==> src/rtl/apb_pkg.sv <==
// Shared APB requester definitions: bus widths, FSM encoding and timeout sizing.
package apb_pkg;
  localparam int APB_ADDR_W      = 8;
  localparam int APB_DATA_W      = 8;
  localparam int APB_TIMEOUT_DEF = 16;

  typedef enum logic [1:0] {
    ST_IDLE   = 2'b00,
    ST_SETUP  = 2'b01,
    ST_ACCESS = 2'b10
  } apb_state_e;

  // One spare bit above clog2 lets the counter saturate past the terminal count.
  function automatic int wait_cnt_w(input int tmo);
    return $clog2(tmo) + 1;
  endfunction
endpackage

==> src/rtl/apb_wait_timer.sv <==
// Saturating ACCESS wait-state counter with terminal-count flag; TIMEOUT=0 never fires.
module apb_wait_timer
  import apb_pkg::*;
#(
  parameter int TIMEOUT = APB_TIMEOUT_DEF
) (
  input  logic clk,
  input  logic rst,
  input  logic i_clr,
  input  logic i_en,
  output logic o_tc
);
  localparam int                CNT_W  = wait_cnt_w(TIMEOUT);
  localparam logic [CNT_W-1:0]  CNT_MAX = '1;
  localparam logic [CNT_W-1:0]  CNT_TC  = (TIMEOUT == 0) ? '0 : CNT_W'(TIMEOUT - 1);

  logic [CNT_W-1:0] r_cnt;

  always_ff @(posedge clk or posedge rst) begin
    if (rst)                          r_cnt <= '0;
    else if (i_clr)                   r_cnt <= '0;
    else if (i_en && r_cnt != CNT_MAX) r_cnt <= r_cnt + CNT_W'(1);
  end

  assign o_tc = (TIMEOUT != 0) && (r_cnt == CNT_TC);
endmodule

==> src/rtl/apb_master_bridge.sv <==
// APB requester: single valid/ready command in, SETUP/ACCESS on the bus, one-cycle response strobe.
module apb_master_bridge
  import apb_pkg::*;
#(
  parameter int ADDR_W  = APB_ADDR_W,
  parameter int DATA_W  = APB_DATA_W,
  parameter int TIMEOUT = APB_TIMEOUT_DEF
) (
  input  logic              PCLK,
  input  logic              PRESET,
  input  logic              cmd_valid,
  output logic              cmd_ready,
  input  logic              cmd_write,
  input  logic [ADDR_W-1:0] cmd_addr,
  input  logic [DATA_W-1:0] cmd_wdata,
  output logic              rsp_valid,
  output logic [DATA_W-1:0] rsp_rdata,
  output logic              rsp_err,
  output logic              rsp_timeout,
  output logic              PSEL,
  output logic              PENABLE,
  output logic              PWRITE,
  output logic [ADDR_W-1:0] PADDR,
  output logic [DATA_W-1:0] PWDATA,
  input  logic [DATA_W-1:0] PRDATA,
  input  logic              PREADY,
  input  logic              PSLVERR
);
  apb_state_e r_state;
  logic       w_wait_clr;
  logic       w_wait_en;
  logic       w_wait_tc;

  assign cmd_ready  = (r_state == ST_IDLE);
  assign w_wait_clr = (r_state == ST_SETUP);
  assign w_wait_en  = (r_state == ST_ACCESS) && !PREADY;

  apb_wait_timer #(.TIMEOUT(TIMEOUT)) u_wait (
    .clk   (PCLK),
    .rst   (PRESET),
    .i_clr (w_wait_clr),
    .i_en  (w_wait_en),
    .o_tc  (w_wait_tc)
  );

  always_ff @(posedge PCLK or posedge PRESET) begin
    if (PRESET) begin
      r_state     <= ST_IDLE;
      PSEL        <= 1'b0;
      PENABLE     <= 1'b0;
      PWRITE      <= 1'b0;
      PADDR       <= '0;
      PWDATA      <= '0;
      rsp_valid   <= 1'b0;
      rsp_err     <= 1'b0;
      rsp_timeout <= 1'b0;
      rsp_rdata   <= '0;
    end else begin
      rsp_valid <= 1'b0;
      case (r_state)
        ST_IDLE: begin
          if (cmd_valid) begin
            PADDR   <= cmd_addr;
            PWRITE  <= cmd_write;
            PWDATA  <= cmd_wdata;
            PSEL    <= 1'b1;
            PENABLE <= 1'b0;
            r_state <= ST_SETUP;
          end
        end
        ST_SETUP: begin
          PENABLE <= 1'b1;
          r_state <= ST_ACCESS;
        end
        ST_ACCESS: begin
          // PRDATA/PSLVERR are only meaningful on the completing edge.
          if (PREADY) begin
            PSEL        <= 1'b0;
            PENABLE     <= 1'b0;
            rsp_valid   <= 1'b1;
            rsp_err     <= PSLVERR;
            rsp_timeout <= 1'b0;
            rsp_rdata   <= PWRITE ? '0 : PRDATA;
            r_state     <= ST_IDLE;
          end else if (w_wait_tc) begin
            PSEL        <= 1'b0;
            PENABLE     <= 1'b0;
            rsp_valid   <= 1'b1;
            rsp_err     <= 1'b1;
            rsp_timeout <= 1'b1;
            rsp_rdata   <= '0;
            r_state     <= ST_IDLE;
          end
        end
        default: begin
          PSEL    <= 1'b0;
          PENABLE <= 1'b0;
          r_state <= ST_IDLE;
        end
      endcase
    end
  end
endmodule

==> config.mk <==
export PLATFORM = sky130hd
export DESIGN_NAME = apb_master_bridge
export DESIGN_NICKNAME = d
export VERILOG_FILES = /design/src/rtl/apb_pkg.sv /design/src/rtl/apb_wait_timer.sv /design/src/rtl/apb_master_bridge.sv
export SDC_FILE = /design/constraint.sdc
export NUM_CORES = 1
export LEC_CHECK = 0
export BUFFER_PORTS_ARGS = -buffer_cell sky130_fd_sc_hd__buf_4
export CORE_UTILIZATION = 50
export DETAILED_ROUTE_END_ITERATION = 6
export HOLD_SLACK_MARGIN = 0.15
export PLACE_DENSITY = 0.81
export SYNTH_ARGS = -nofsm -noshare
export SYNTH_HDL_FRONTEND = slang
export SYNTH_SLANG_ARGS = --single-unit
==> constraint.sdc <==
create_clock -name PCLK -period 2.7 [get_ports PCLK]
set_input_delay 0.81 -clock PCLK [delete_from_list [all_inputs] [get_ports PCLK]]
set_output_delay 0.81 -clock PCLK [all_outputs]
set_load 0.03 [all_outputs]
==> results.sh, run 1 <==
export IMPL_yosys_warnings=0
export IMPL_cts_resized=0
export IMPL_cts_num_sinks=36
export IMPL_tns_ns=0
export IMPL_whs_path_depth=1
export IMPL_synth_seq_cells=36
export IMPL_cp_top_family="flip-flops"
export IMPL_criticalPathCategory="reg2out"
export IMPL_die_w_um=58.40
export IMPL_hold_violations=0
export IMPL_grt_pass1_wl_mm=5.547
export IMPL_leakage_nw=1.060
export IMPL_cts_root_buffer="clkbuf_4"
export IMPL_pwr_share_seq_pct=35.8
export IMPL_grt_antenna_before_repair=0
export IMPL_viasPerCell=5.261
export IMPL_nNetsFinal=226
export IMPL_areaGrowthSynthToFinish_pct=34.54
export IMPL_drt_iter0_drc=33
export IMPL_startpoint="PENABLE$_DFFE_PP0P_"
export IMPL_drive_gt1_share_pct=46.39
export IMPL_clock_latency_ns=0.34
export IMPL_gp_congestion=0.8169
export IMPL_finClkSkew_ns=0.008707
export IMPL_critPathBufInv=1
export IMPL_syn_area_um2=1590
export IMPL_wl_per_cell_um=14.60
export IMPL_syn_area_per_cell_um2=12.23
export IMPL_path_cells="nor2_2, buf_4"
export IMPL_synth_cells=130
export IMPL_drc=0
export IMPL_pwr_share_comb_pct=50.2
export IMPL_port_buffers=60
export IMPL_place_area_um2=2063
export IMPL_setup_viol=0
export IMPL_r2r_end="u_wait.r_cnt[2]$_DFFE_PP0P_"
export IMPL_ff2ff_path_depth=6
export IMPL_clk_pin_slew_ns=0.11
export IMPL_ys_types=31
export IMPL_hold_path_end="PADDR[3]$_DFFE_PP0P_"
export IMPL_min_period_ns=2.106
export IMPL_hp_class="reg2reg"
export IMPL_crit_slowest_cell="dfrtp_1"
export IMPL_crit_path_max_incr_delay_ns=0.56
export IMPL_stdcell_area_um2=2140
export IMPL_powerDensity_nw_per_um2=1254
export IMPL_grt_overflow=0
export IMPL_pwr_share_clk_pct=13.9
export IMPL_period_share_pct=78.00
export IMPL_grt_setup_unrepaired="false"
export IMPL_tightest_slew_ns=0.5565
export IMPL_crit_required_ns=1.89
export IMPL_maxSlewViolCount=0
export IMPL_die_h_um=58.40
export IMPL_netSwitchingFraction_pct=42.64
export IMPL_fill_cells=230
export IMPL_cts_max_level=2
export IMPL_via_count=1252
export IMPL_firstDrtPassIters=4
export IMPL_numCtsBuffers=5
export IMPL_rrSetupSlack_ns=0.78
export IMPL_cp_max_fo=14
export IMPL_initial_core_util_pct=52.52
export IMPL_timing_fmax_mhz=474.8
export IMPL_die_area_um2=3410
export IMPL_grt_pass1_vias=1181
export IMPL_start_kind="register"
export IMPL_drt_total_wl_mm=3.475
export IMPL_power_switching_mw=1.144
export IMPL_p_int_mw=1.540
export IMPL_cts_path_max_buffers=2
export IMPL_rr_startpoint="u_wait.r_cnt[0]$_DFFE_PP0P_"
export IMPL_grt_max_degree=37
export IMPL_core_area_um2=3028
export IMPL_postSynthNetCount=163
export IMPL_cts_tree="done"
export IMPL_insertedDiodeCount=0
export IMPL_peakVddDrop_mv=0.7996
export IMPL_seq_area_frac_synth_pct=56.65
export IMPL_num_rows=20
export IMPL_track_usage_pct=22.60
export IMPL_post_cts_buffers=0
export IMPL_min_from="PADDR[3]$_DFFE_PP0P_"
export IMPL_max_slew_margin_rel_pct=62.76
export IMPL_dp_hpwl_mm=2.527
export IMPL_io_pins=61
export IMPL_status="complete, no violations"
export IMPL_end_kind="output pin"
export IMPL_critPathArrivalTime_ns=1.30
export IMPL_ant_nets=0
export IMPL_hold_buffers=0
export IMPL_maxCapViolCount=0
power by group through the flow:
| stage | logic (mW) | registers [mW] | clock network (mW) |
|---|---|---|---|
| finish | 1.35 | 0.962 | 0.374 |
| global route | 1.42 | 0.990 | 0.407 |
| CTS | 1.35 | 0.960 | 0.380 |
| detailed placement | 1.36 | 0.963 | 0 |
| global placement | 1.32 | 0.949 | 0 |
| floorplan | 0.484 | 1.34 | 0 |
final cells by class:
| type | count | area [um2] | share of cell area (%) |
|---|---|---|---|
| multi-input combinational | 83 | 623.1 | 29.12 |
| inverter | 5 | 18.77 | 0.8772 |
| sequential | 36 | 900.9 | 42.11 |
| clock inverter | 2 | 35.03 | 1.637 |
| tap | 44 | 55.05 | 2.573 |
| timing repair buffer | 62 | 465.4 | 21.75 |
| clock buffer | 6 | 41.29 | 1.930 |
per-stage QoR:
step	utilization, %	setup WS (ns)	hold slack, ns	power [mW]	instances
floorplan	-	0.9394	0.4939	1.827	130
global placement	68.14	0.7532	0.4898	2.268	230
detailed placement	68.14	0.7238	0.4992	2.319	230
CTS	70.66	0.6019	0.5281	2.695	238
global route	70.66	0.5156	0.5398	2.819	238
finish	70.66	0.5941	0.5242	2.684	238
flip-flops by register name, indices dropped and copies added, names as in the netlist:
name,cells
PADDR,8
PENABLE,1
PSEL,1
PWDATA,8
PWRITE,1
r_state,1
rsp_err,1
rsp_rdata,8
rsp_timeout,1
rsp_valid,1
u_wait.r_cnt,5
layout by cell type (no fill, tap or decap), types with 2 or more instances in the layout:
cell type | synthesis | final
a21oi_1 | 4 | 4
a22o_1 | 3 | 3
and2_1 | 3 | 3
and3_1 | 2 | 2
buf_4 | 0 | 62
clkbuf_4 | 0 | 5
dfrtp_1 | 36 | 36
ha_1 | 3 | 3
inv_1 | 5 | 5
mux2_2 | 8 | 8
mux2_4 | 9 | 9
nand2_1 | 14 | 14
nor2_1 | 2 | 2
nor2b_1 | 2 | 2
o21ai_0 | 17 | 17
o311ai_0 | 2 | 2
worst max path at each step:
stage	cells after the start	slack (ns)	endpoint
after floorplan	5	0.94	PADDR[0]$_DFFE_PP0P_
after global placement	4	0.75	PADDR[4]$_DFFE_PP0P_
after detailed placement	4	0.72	PADDR[4]$_DFFE_PP0P_
after CTS	2	0.60	cmd_ready
after global routing	2	0.52	cmd_ready
final	2	0.59	cmd_ready
cells by family (layout without fill, tap and decap cells):
| group | after synthesis | after routing | synth area share [%] |
|---|---|---|---|
| DFF | 36 | 36 | 56.65 |
| AOI/OAI and AO/OA | 34 | 34 | 13.30 |
| and+or+nand+nor | 29 | 29 | 9.364 |
| muxes | 17 | 17 | 14.16 |
| buffers and inverters | 11 | 75 | 4.170 |
| adders and majority gates | 3 | 3 | 2.361 |
synth_stat cells:
master    count  area share (%)
a22o_1        3             1.7
a31o_2        1            0.55
mux2_4        9             8.5
nand2_1      14             3.3
and2_1        3             1.2
inv_1         5             1.2
and4b_1       1            0.63
mux2_2        8             5.7
nor2_2        1            0.39
a21o_1        1            0.47
o22a_1        1            0.55
o21ai_2       1            0.55
nor2_1        2            0.47
o21a_1        1            0.47
clkbuf_1      1            0.24
nor4_1        1            0.39
buf_2         2            0.63
and3_1        2            0.79
o21ai_0      17             5.4
a21oi_1       4             1.3
buf_6         3             2.1
dfrtp_1      36              57
o21ai_1       1            0.31
o311ai_0      2             1.1
ha_1          3             2.4
nor2b_2       1            0.55
o22ai_1       1            0.39
nand2b_1      1            0.39
a311o_1       1            0.63
nor2b_1       2            0.79
or4_1         1            0.47
layer usage:
| metal | part of all wire [%] | routed length (um) | global-route usage (%) | up-vias |
|---|---|---|---|---|
| met5 | 0 | 0 | 0 | - |
| met4 | 2.0 | 70 | 9.184 | 0 |
| met3 | 6.9 | 240 | 8.132 | 7 |
| met2 | 48 | 1673 | 34.48 | 62 |
| met1 | 43 | 1491 | 29.52 | 599 |
| li1 | - | - | - | 584 |
No activity file was read; power rests on OpenSTA's default activity.
==> run 2, diff against run 1 <==
--- a/config.mk
+++ b/config.mk
@@ -6,10 +6,10 @@
 export NUM_CORES = 1
 export LEC_CHECK = 0
 export BUFFER_PORTS_ARGS = -buffer_cell sky130_fd_sc_hd__buf_4
-export CORE_UTILIZATION = 50
+export CORE_UTILIZATION = 43
 export DETAILED_ROUTE_END_ITERATION = 6
 export HOLD_SLACK_MARGIN = 0.15
-export PLACE_DENSITY = 0.81
+export PLACE_DENSITY = 0.74
 export SYNTH_ARGS = -nofsm -noshare
 export SYNTH_HDL_FRONTEND = slang
 export SYNTH_SLANG_ARGS = --single-unit
==> constraint.sdc (replaced) <==
create_clock -name PCLK -period 1.8 [get_ports PCLK]
set_input_delay 0.54 -clock PCLK [delete_from_list [all_inputs] [get_ports PCLK]]
set_output_delay 0.54 -clock PCLK [all_outputs]
set_load 0.03 [all_outputs]
==> run 2 against run 1 <==
Effect of this change: sequential power increased by 44%; highest routed layer unchanged; non-clock buffer count increased by 9; final cell count increased by 4.6%; total power increased by 54%; largest cell class unchanged.
==> results.sh, run 2 (same netlist as run 1, synthesis figures left out) <==
export IMPL_rrSetupSlack_ns=0.01
export IMPL_period_share_pct=99.32
export IMPL_viasPerCell=5.189
export IMPL_tightest_slew_ns=0.5355
export IMPL_die_h_um=62.82
export IMPL_crit_slowest_cell="or4_1"
export IMPL_core_area_um2=3442
export IMPL_maxSlewViolCount=0
export IMPL_final_common_cell="buf_4"
export IMPL_ff2ff_path_depth=6
export IMPL_peakVddDrop_mv=1.084
export IMPL_clock_latency_ns=0.28
export IMPL_timing_fmax_mhz=559.3
export IMPL_dp_hpwl_mm=2.571
export IMPL_clk_pin_slew_ns=0.07
export IMPL_cp_max_fo=4
export IMPL_status="complete, no violations"
export IMPL_cts_tree="done"
export IMPL_tns_ns=0
export IMPL_drt_total_wl_mm=3.870
export IMPL_wl_per_cell_um=15.54
export IMPL_gp_congestion=0.7745
export IMPL_via_count=1292
export IMPL_insertedDiodeCount=0
export IMPL_port_buffers=60
export IMPL_grt_pass1_wl_mm=5.975
export IMPL_start_kind="register"
export IMPL_io_pins=61
export IMPL_crit_top_cell="ha_4"
export IMPL_r2r_end="u_wait.r_cnt[4]$_DFFE_PP0P_"
export IMPL_cts_path_max_buffers=2
export IMPL_drive_gt1_share_pct=51.72
export IMPL_final_cell_mix="buf_4 (70), dfrtp_1 (36), o21ai_0 (17)"
export IMPL_hp_class="in2async"
export IMPL_die_w_um=62.82
export IMPL_firstDrtPassIters=4
export IMPL_numCtsBuffers=5
export IMPL_top_regs="PADDR x8, PWDATA x8, rsp_rdata x8"
export IMPL_track_usage_pct=19.61
export IMPL_startpoint="u_wait.r_cnt[1]$_DFFE_PP0P_"
export IMPL_grt_max_degree=37
export IMPL_drt_iter0_drc=52
export IMPL_hold_violations=0
export IMPL_max_slew_margin_rel_pct=64.22
export IMPL_powerDensity_nw_per_um2=1818
export IMPL_crit_path_max_incr_delay_ns=0.48
export IMPL_rr_startpoint="u_wait.r_cnt[1]$_DFFE_PP0P_"
export IMPL_cts_num_sinks=36
export IMPL_ant_nets=0
export IMPL_drc=0
export IMPL_setup_viol=0
export IMPL_critPathArrivalTime_ns=2.01
export IMPL_power_mw=4.141
export IMPL_end_kind="register"
export IMPL_criticalPathCategory="reg2reg"
export IMPL_initial_core_util_pct=46.20
export IMPL_path_cells="ha_4, and3_4, ha_4, or4_1, o21ai_1, a22o_1"
export IMPL_crit_required_ns=2.02
export IMPL_grt_overflow=0
export IMPL_min_period_ns=1.788
export IMPL_die_area_um2=3946
export IMPL_timing_hold_ws_ns=0.3712
export IMPL_nNetsFinal=235
export IMPL_num_rows=21
export IMPL_leakage_nw=1.110
export IMPL_finClkSkew_ns=0.006416
export IMPL_cts_max_level=2
export IMPL_grt_antenna_before_repair=0
export IMPL_grt_pass1_vias=1309
export IMPL_areaGrowthSynthToFinish_pct=43.27
export IMPL_cts_root_buffer="clkbuf_8"
export IMPL_fill_cells=269
export IMPL_maxCapViolCount=0
run 2: cell types whose count changed in the layout (fill, tap and decap cells not counted), moves of 3 or more:
cell | previous run | this run
clkbuf_4 | 5 | 0
clkbuf_8 | 0 | 5
ha_1 | 3 | 0
buf_4 | 62 | 70
ha_4 | 0 | 3
run 2: worst max path at each step:
| stage | depth (start not counted) | endpoint |
|---|---|---|
| 2_1_floorplan | 5 | PADDR[0]$_DFFE_PP0P_ |
| 3_3_place_gp | 6 | u_wait.r_cnt[3]$_DFFE_PP0P_ |
| 3_5_place_dp | 6 | u_wait.r_cnt[2]$_DFFE_PP0P_ |
| 4_1_cts | 6 | u_wait.r_cnt[4]$_DFFE_PP0P_ |
| 5_1_grt | 6 | u_wait.r_cnt[4]$_DFFE_PP0P_ |
| 6_report | 6 | u_wait.r_cnt[4]$_DFFE_PP0P_ |
run 2: per-stage QoR:
stage	cells	utilization, %	instance area [um2]	setup WS [ns]
after floorplan	130	-	1590	0.03935
after global placement	237	61.47	2116	0.09516
after detailed placement	237	61.47	2116	-0.1010
after CTS	245	64.23	2211	0.03365
after global routing	249	66.19	2278	-0.04054
final	249	66.19	2278	0.01216
run 2: critical path: cells and delay by family, from the launching register on:
family | cells | cell delay (ns)
AO/OA/AOI/OAI | 2 | 0.28
flip-flops | 1 | 0.43
AND/OR/NAND/NOR | 2 | 0.65
adder cells (fa/ha/maj) | 2 | 0.36
run 2: repair_timing:
item	4_1_cts	5_1_grt
setup buffers	0	4
resized for setup	3	5
setup endpoints to repair	5	9
pin swaps	0	2
hold endpoints to repair	0	0
hold buffers	0	0
run 2: area by class of cell:
| type | instances | area, um2 | area share, % |
|---|---|---|---|
| clock buffer | 5 | 68.82 | 3.020 |
| clock inverter | 3 | 18.77 | 0.8237 |
| inverter | 5 | 18.77 | 0.8237 |
| multi-input combinational | 83 | 668.1 | 29.32 |
| sequential | 36 | 900.9 | 39.54 |
| tap | 46 | 57.56 | 2.526 |
| timing repair buffer | 71 | 545.5 | 23.94 |
run 2: metal layers:
| metal | up-vias | routed length, um | track usage (%) |
|---|---|---|---|
| met5 | - | 0 | 0 |
| met4 | 0 | 54 | 6.105 |
| met3 | 8 | 211 | 5.839 |
| met2 | 62 | 2006 | 33.29 |
| met1 | 623 | 1597 | 23.82 |
| li1 | 599 | - | - |
run 2: where the power goes:
part	internal, mW	switching (mW)	leakage, nW	total [mW]
clock network	0.269	0.289	0.0479	0.558
registers	1.16	0.228	0.449	1.39
logic	0.955	1.24	0.613	2.19
total	2.39	1.76	1.11	4.14
